### src/rtl/fm_stream_reader.sv
// fm_stream_reader: streams pooled feature-map rows from fm_bram as 16-bit words.
// Define FM_PREFETCH_EN for a double-buffered, gap-free stream.
module fm_stream_reader #(
  parameter int ROWS   = 16,
  parameter int WORDS  = 25,
  parameter int RD_LAT = 2
) (
  input  logic          clk,
  input  logic          rst,
  input  logic          fc_1_en,
  output logic          fm_bram_ena,
  output logic [4:0]    fm_bram_addra,
  input  logic [1119:0] fm_bram_douta,
  output logic          out_valid,
  input  logic          out_ready,
  output logic [15:0]   out_data,
  output logic          out_row_last,
  output logic          out_last,
  output logic          fc_1_finish
);

  localparam int BW = WORDS * 16;
  localparam int XW = (WORDS > 1) ? $clog2(WORDS) : 1;
  localparam int CW = (RD_LAT > 0) ? $clog2(RD_LAT + 1) : 1;

  localparam logic [2:0] IDLE   = 3'd0;
  localparam logic [2:0] ISSUE  = 3'd1;
  localparam logic [2:0] WAIT   = 3'd2;
  localparam logic [2:0] STREAM = 3'd3;
  localparam logic [2:0] DONE   = 3'd4;

  logic [2:0]    state;
  logic          en_q;
  logic          arm;
  logic          busy;
  logic [4:0]    row;
  logic [XW-1:0] widx;
  logic [CW-1:0] cnt;
  logic [BW-1:0] buf0;
  logic [BW-1:0] cur;
`ifdef FM_PREFETCH_EN
  logic [BW-1:0] buf1;
  logic          sel;
  logic          tgt;
`endif

  logic rise;
  logic accept;
  logic wlast;
  logic rlast;
  logic cap;
  logic abort;
  logic unused_bits;

  assign unused_bits = ^fm_bram_douta;

  // arm blocks a start until fc_1_en has been seen low after reset
  always_comb begin
    rise   = fc_1_en & ~en_q & arm;
    wlast  = (widx == XW'(WORDS - 1));
    rlast  = (row == 5'(ROWS - 1));
    cap    = busy && (cnt == '0);
    abort  = !fc_1_en &&
             (state == ISSUE || state == WAIT ||
              state == STREAM);
`ifdef FM_PREFETCH_EN
    cur    = sel ? buf1 : buf0;
`else
    cur    = buf0;
`endif
    out_valid    = (state == STREAM);
    accept       = out_valid & out_ready;
    out_data     = cur[{widx, 4'h0} +: 16];
    out_row_last = out_valid & wlast;
    out_last     = out_row_last & rlast;
  end

  always_ff @(posedge clk or posedge rst) begin
    if (rst) begin
      state         <= IDLE;
      en_q          <= 1'b0;
      arm           <= 1'b0;
      busy          <= 1'b0;
      row           <= '0;
      widx          <= '0;
      cnt           <= '0;
      buf0          <= '0;
      fm_bram_ena   <= 1'b0;
      fm_bram_addra <= '0;
      fc_1_finish   <= 1'b0;
`ifdef FM_PREFETCH_EN
      buf1          <= '0;
      sel           <= 1'b0;
      tgt           <= 1'b0;
`endif
    end else begin
      en_q        <= fc_1_en;
      fm_bram_ena <= 1'b0;
      if (!fc_1_en) arm <= 1'b1;

      // read engine: cnt counts down from the issue cycle to capture
      if (busy) begin
        if (cnt == '0) begin
          busy <= 1'b0;
`ifdef FM_PREFETCH_EN
          if (tgt) buf1 <= fm_bram_douta[BW-1:0];
          else     buf0 <= fm_bram_douta[BW-1:0];
`else
          buf0 <= fm_bram_douta[BW-1:0];
`endif
        end else begin
          cnt <= cnt - 1'b1;
        end
      end

      if (abort) begin
        state <= IDLE;
        busy  <= 1'b0;
        row   <= '0;
        widx  <= '0;
      end else begin
        unique case (state)
          IDLE, DONE: begin
            if (rise) begin
              state         <= ISSUE;
              row           <= '0;
              widx          <= '0;
              fc_1_finish   <= 1'b0;
              fm_bram_ena   <= 1'b1;
              fm_bram_addra <= '0;
              busy          <= 1'b1;
              cnt           <= CW'(RD_LAT);
`ifdef FM_PREFETCH_EN
              sel           <= 1'b0;
              tgt           <= 1'b0;
`endif
            end
          end
          ISSUE: state <= WAIT;
          WAIT: begin
            if (cap) begin
              state <= STREAM;
              widx  <= '0;
`ifdef FM_PREFETCH_EN
              sel   <= tgt;
              if (!rlast) begin
                fm_bram_ena   <= 1'b1;
                fm_bram_addra <= row + 1'b1;
                busy          <= 1'b1;
                cnt           <= CW'(RD_LAT);
                tgt           <= ~tgt;
              end
`endif
            end
          end
          STREAM: begin
            if (accept) begin
              if (!wlast) begin
                widx <= widx + 1'b1;
              end else if (rlast) begin
                state       <= DONE;
                fc_1_finish <= 1'b1;
              end else begin
                row  <= row + 1'b1;
                widx <= '0;
`ifdef FM_PREFETCH_EN
                if (!busy || cap) begin
                  sel <= ~sel;
                  if (32'(row) + 2 < ROWS) begin
                    fm_bram_ena   <= 1'b1;
                    fm_bram_addra <= row + 5'd2;
                    busy          <= 1'b1;
                    cnt           <= CW'(RD_LAT);
                    tgt           <= sel;
                  end
                end else begin
                  state <= WAIT;
                end
`else
                state         <= ISSUE;
                fm_bram_ena   <= 1'b1;
                fm_bram_addra <= row + 1'b1;
                busy          <= 1'b1;
                cnt           <= CW'(RD_LAT);
`endif
              end
            end
          end
          default: state <= IDLE;
        endcase
      end
    end
  end

endmodule

### config.mk
export PLATFORM = sky130hd
export DESIGN_NAME = fm_stream_reader
export DESIGN_NICKNAME = d
export VERILOG_FILES = /design/src/rtl/fm_stream_reader.sv
export SDC_FILE = /design/constraint.sdc
export NUM_CORES = 1
export LEC_CHECK = 0
export ABC_CLOCK_PERIOD_IN_PS = 39700
export CELL_PAD_IN_SITES_DETAIL_PLACEMENT = 2
export CELL_PAD_IN_SITES_GLOBAL_PLACEMENT = 2
export CORE_AREA = 2 2 448 450
export DETAILED_ROUTE_END_ITERATION = 6
export DIE_AREA = 0 0 450 452
export GPL_TIMING_DRIVEN = 1
export PLACE_DENSITY_LB_ADDON = 0.1
export SLEW_MARGIN = 15
export SYNTH_ARGS = -nofsm -noshare
export SYNTH_HDL_FRONTEND = slang
export SYNTH_SLANG_ARGS = --single-unit
export TNS_END_PERCENT = 1
### constraint.sdc
create_clock -name clk -period 39.7 [get_ports clk]
set_input_delay 7.94 -clock clk [delete_from_list [all_inputs] [get_ports clk]]
set_output_delay 7.94 -clock clk [all_outputs]
set_load 0.005 [all_outputs]
---- After elaboration in Yosys (flattened, before gate mapping) ----
Cells that the tools add are included.
cells by class
  add/subtract/negate cells ............... 3
  eq/ne operators ......................... 17
  shift operators ......................... 1
  muxes and demuxes ....................... 46
  bitwise gates (word level) .............. 7
  reduce and logical (&&, ||, !) cells .... 17
operator list
  operator                                        count
  variable part select 400 x 10 -> 16 bit         1
  2-to-1 mux 5 bit                                10
  2-to-1 mux 3 bit                                6
  2-to-1 mux 1 bit                                16
  case mux 5 bit (3 select lines)                 1
  2-to-1 mux 2 bit                                7
  case mux 3 bit (4 select lines)                 1
  AND reduction 6 bit                             2
  adder 5 x 1 -> 5 bit (second input constant)    2
  case mux 5 bit (2 select lines)                 1
  AND reduction 5 bit                             2
  == test 3 x 2 -> 1 bit (second input constant)  2
  != test 2 x 1 -> 1 bit (second input constant)  3
  != test 3 x 1 -> 1 bit (second input constant)  2
  != test 3 bit (second input constant)           2
  case mux 1 bit (2 select lines)                 3
  AND 1 bit                                       5
  == test 5 x 4 -> 1 bit (second input constant)  1
  == test 5 bit (second input constant)           1
  != test 2 bit (second input constant)           2
  != test 4 x 3 -> 1 bit (second input constant)  1
  case mux 2 bit (2 select lines)                 1
  AND reduction 4 bit                             1
  nonzero test 4 bit                              1
  14 further kinds                                17
word-level totals
  register bits ........................... 425
  output and inout bits ................... 26
  word-level logic and storage cells ...... 102

---- Longest topological paths before layout ----
  word-level depth ........................ 8
  gate-level depth with buffers ........... 13

---- Worst setup path after synthesis ----
Ideal clock, no wire load.
  kind .................................... reg-to-output
  start ................................... register widx[0]
  end ..................................... output port out_data[14]
  arrival ................................. 2.095 ns
  slack ................................... 29.665 ns
  stages on the path, launching flop included .. 8
  cell sequence ........................... dfrtp_1 > buf_2 > buf_4 > buf_4 > buf_2 > mux4_2 > a211oi_1 > a21oi_1
between the ends
  cells in the longest elaborated chain, start to end .. 1
RTL lines
  what                                     line  RTL
  start: declaration                       37    logic [XW-1:0] widx;
  start signal: assignment                 159   widx <= widx + 1'b1;
  variable part select 400 x 10 -> 16 bit  73    out_data = cur[{widx, 4'h0} +: 16];
  end: declaration                         16    output logic [15:0] out_data,
Every way passes these cells.

---- Worst setup path after layout ----
  start ................................... register widx[0]
  end ..................................... output port out_data[6]
Same word-level chain as after synthesis.

==> metrics.txt <==
worst reg-to-reg setup slack=35,910 ps; via count=13,140; hold path start=arm; Gates resized, CTS repair=0; CTS tree=yes; Worst VDD drop=0.00002367 V; post-route cell area=29,080 sq um; Synth top cells by count=dfrtp_1 (425), mux2_2 (400), mux4_2 (70); # H-tree levels=3; P&R area growth vs syn=51.35%; Critical Path Slowest Stage Cell=dfrtp_4; # clock sinks=425; Fin. Hold Viols=0; Yosys warnings=0; post-synthesis sequential area ratio=0.5535; Iter 0 DRT Violations=370; Post-synth EDFFs=0; Congestion Overflow GR=0; Setup crit start kind=register; Mean Syn Cell Area=14.78 sq um; crit share post-route=0.3278; most common cell in the netlist=dfrtp_1; top_reg_cell synth=dfrtp_1; Placement Setup Slack=27,030 ps; clk root buf=clkbuf_16; Placement Cell Area=26,670 sq um; setup ws final=26,690 ps; Hold Path Class=reg2reg; Synth area leader=dfrtp_1; io pins=1,150; relative slew slack=0.3393; DP Wirelength=73,660 um; Bufs and invs on worst path=3; TNS Setup=0 ps; WP data arrival=5070 ps; Post-layout nets=2,863; Initial Utilization=0.09673; CTS Buf Count=70; Fill cells=22,430; fin util=0.1464; DRT antenna net count=0; global-route wire length before repair=134,900 um; Lkg Pwr=10.65 nW; cell count after placement=4,318; setup violators final=0; Hold Path Depth=1; hold path endpoint=arm; RR Endpoint=buf0[93]; WL/cell=21.87 um; peak fanout along the critical path=28; f_max=76.84 MHz; Port Buffers=429; core region area=198,600 sq um; Register Area=10,650 sq um; Hold-fix buffers, CTS=0; outcome=completed; PD cells=69.77 nW/um^2; post-synthesis cell type count=52; overall routed net length=97,820 um; Multi-input gate area=8183 sq um; clk_lat worst skew=680 ps; Post-Syn Area=19,210 sq um; post-synth top area share=0.5535; unrepaired setup endpoints after global routing=false; Final Slew Violations=0; Rows=164; Min Clock Period, post-route=13,010 ps; Max-cap violations=0; Synth Register Bits=425; largest net degree at the start of global routing=141; path depth of the worst reg2reg path=6; Syn Nets=2,429; Die ar.=203,400 sq um; sequence of cells on the critical path=buf_4 -> buf_4 -> mux4_2 -> nand2_1 -> nand3_1 -> a21oi_1 -> a31oi_1 -> clkdlybuf4s50_1; Crit Path Category=reg2out; GRT Total Usage=0.09684; clk slew on worst S/H paths=50 ps; 1st-pass router iterations=4; Clock Skew=14.64 ps; die width=450 um; Layout Cells excl Fill=4,472; Placer Congestion=0.6720; launch point of the worst reg-to-reg path=busy; initial antenna violation count=74; Cells after Synth=1,300; Die Height=452 um; Synth async-reset ratio=1.000; maximum clock insertion buffer count=3; ranking of synthesized cells by area=dfrtp_1 (55%), mux2_2 (23%), mux4_2 (8.2%); Crit path max-delay family=buffers and inverters; Critical Path RT=31,760 ps; crit end category=output pin; Vias/cell=2.939; # Post-CTS Setup Buffers=0; Crit path top cell by count=buf_4; worst-margin pin slew=986.6 ps; CP peak stage delay=900 ps; share of layout cells above drive strength 1=0.3470; vias in the first global route=15,360; Post-route DRC=0
## where the power goes
group / switching [mW] / internal (mW)
combinational: 0.257 / 0.370
sequential: 0.117 / 0.648
clock: 0.246 / 0.391
total: 0.620 / 1.41
## kinds of logic after synthesis
kind of cell | synth area share
buffers and inverters | 0.02169
flip-flops | 0.5535
AO/OA/AOI/OAI | 0.04122
XOR/XNOR | 0.0009119
multiplexers | 0.3462
adder cells (fa/ha/maj) | 0.003777
AND/OR/NAND/NOR | 0.03269
## worst reg2reg max path: stages, from the launching register on
cell     delay, ps
dfrtp_1        410
inv_1           80
nor3_2         230
buf_4          690
buf_4          860
buf_4          920
mux2_2         490
## metrics by stage
step	hold slack, ps	power, mW
2_1_floorplan	435.1	1.167
3_3_place_gp	452.5	1.409
3_5_place_dp	470.3	1.438
4_1_cts	484.6	2.109
5_1_grt	504.5	2.184
6_report	475.0	2.029
## registers in the layout (all words and copies together) (netlist names)
register       cells
buf0             400
fm_bram_addra      5
row                5
widx               5
state              3
cnt                2
arm                1
busy               1
en_q               1
fc_1_finish        1
fm_bram_ena        1
## worst max-delay path by stage
stage	slack (ps)	to	cells after the start	start
2_1_floorplan	19930	arm	1	rst
3_3_place_gp	27020	out_data[6]	8	widx[0]
3_5_place_dp	27030	out_data[6]	8	widx[0]
4_1_cts	26230	out_data[6]	8	widx[0]
5_1_grt	26210	out_data[11]	8	widx[0]
6_report	26690	out_data[6]	8	widx[0]
## layout by cell type (no fill, tap or decap), types with 5 or more instances in the layout
cell / synthesis / layout
nand3_1: 21 / 21
diode_2: 0 / 29
clkbuf_8: 0 / 22
ha_1: 5 / 5
clkdlybuf4s50_1: 0 / 429
nor2_1: 21 / 20
o22ai_1: 27 / 27
dfrtp_1: 425 / 420
a21oi_1: 23 / 23
inv_1: 8 / 7
inv_6: 0 / 5
clkbuf_16: 0 / 70
or3_1: 13 / 13
o2bb2ai_1: 13 / 13
o31ai_1: 6 / 6
clkinv_2: 0 / 9
nand2_1: 44 / 44
mux2i_1: 57 / 57
mux4_2: 70 / 70
o21ai_0: 11 / 11
buf_4: 7 / 21
mux2_2: 400 / 400
clkbuf_1: 64 / 12
o21bai_1: 12 / 12
## area by class of cell
cell class,instances,share of cell area
multi-input combinational,777,0.2814
tap,2656,0.1143
clock inverter,21,0.008347
clock buffer,104,0.07220
inverter,9,0.001420
antenna,29,0.002495
timing repair buffer,451,0.1538
sequential,425,0.3661
## routing by layer
| metal | part of all wire | track usage |
|---|---|---|
| met5 | 0.0022 | 0 |
| met2 | 0.53 | 0.1744 |
| met3 | 0.052 | 0.02882 |
| met4 | 0.031 | 0.03681 |
| met1 | 0.39 | 0.1065 |
Power figures use the tool's default switching activity.
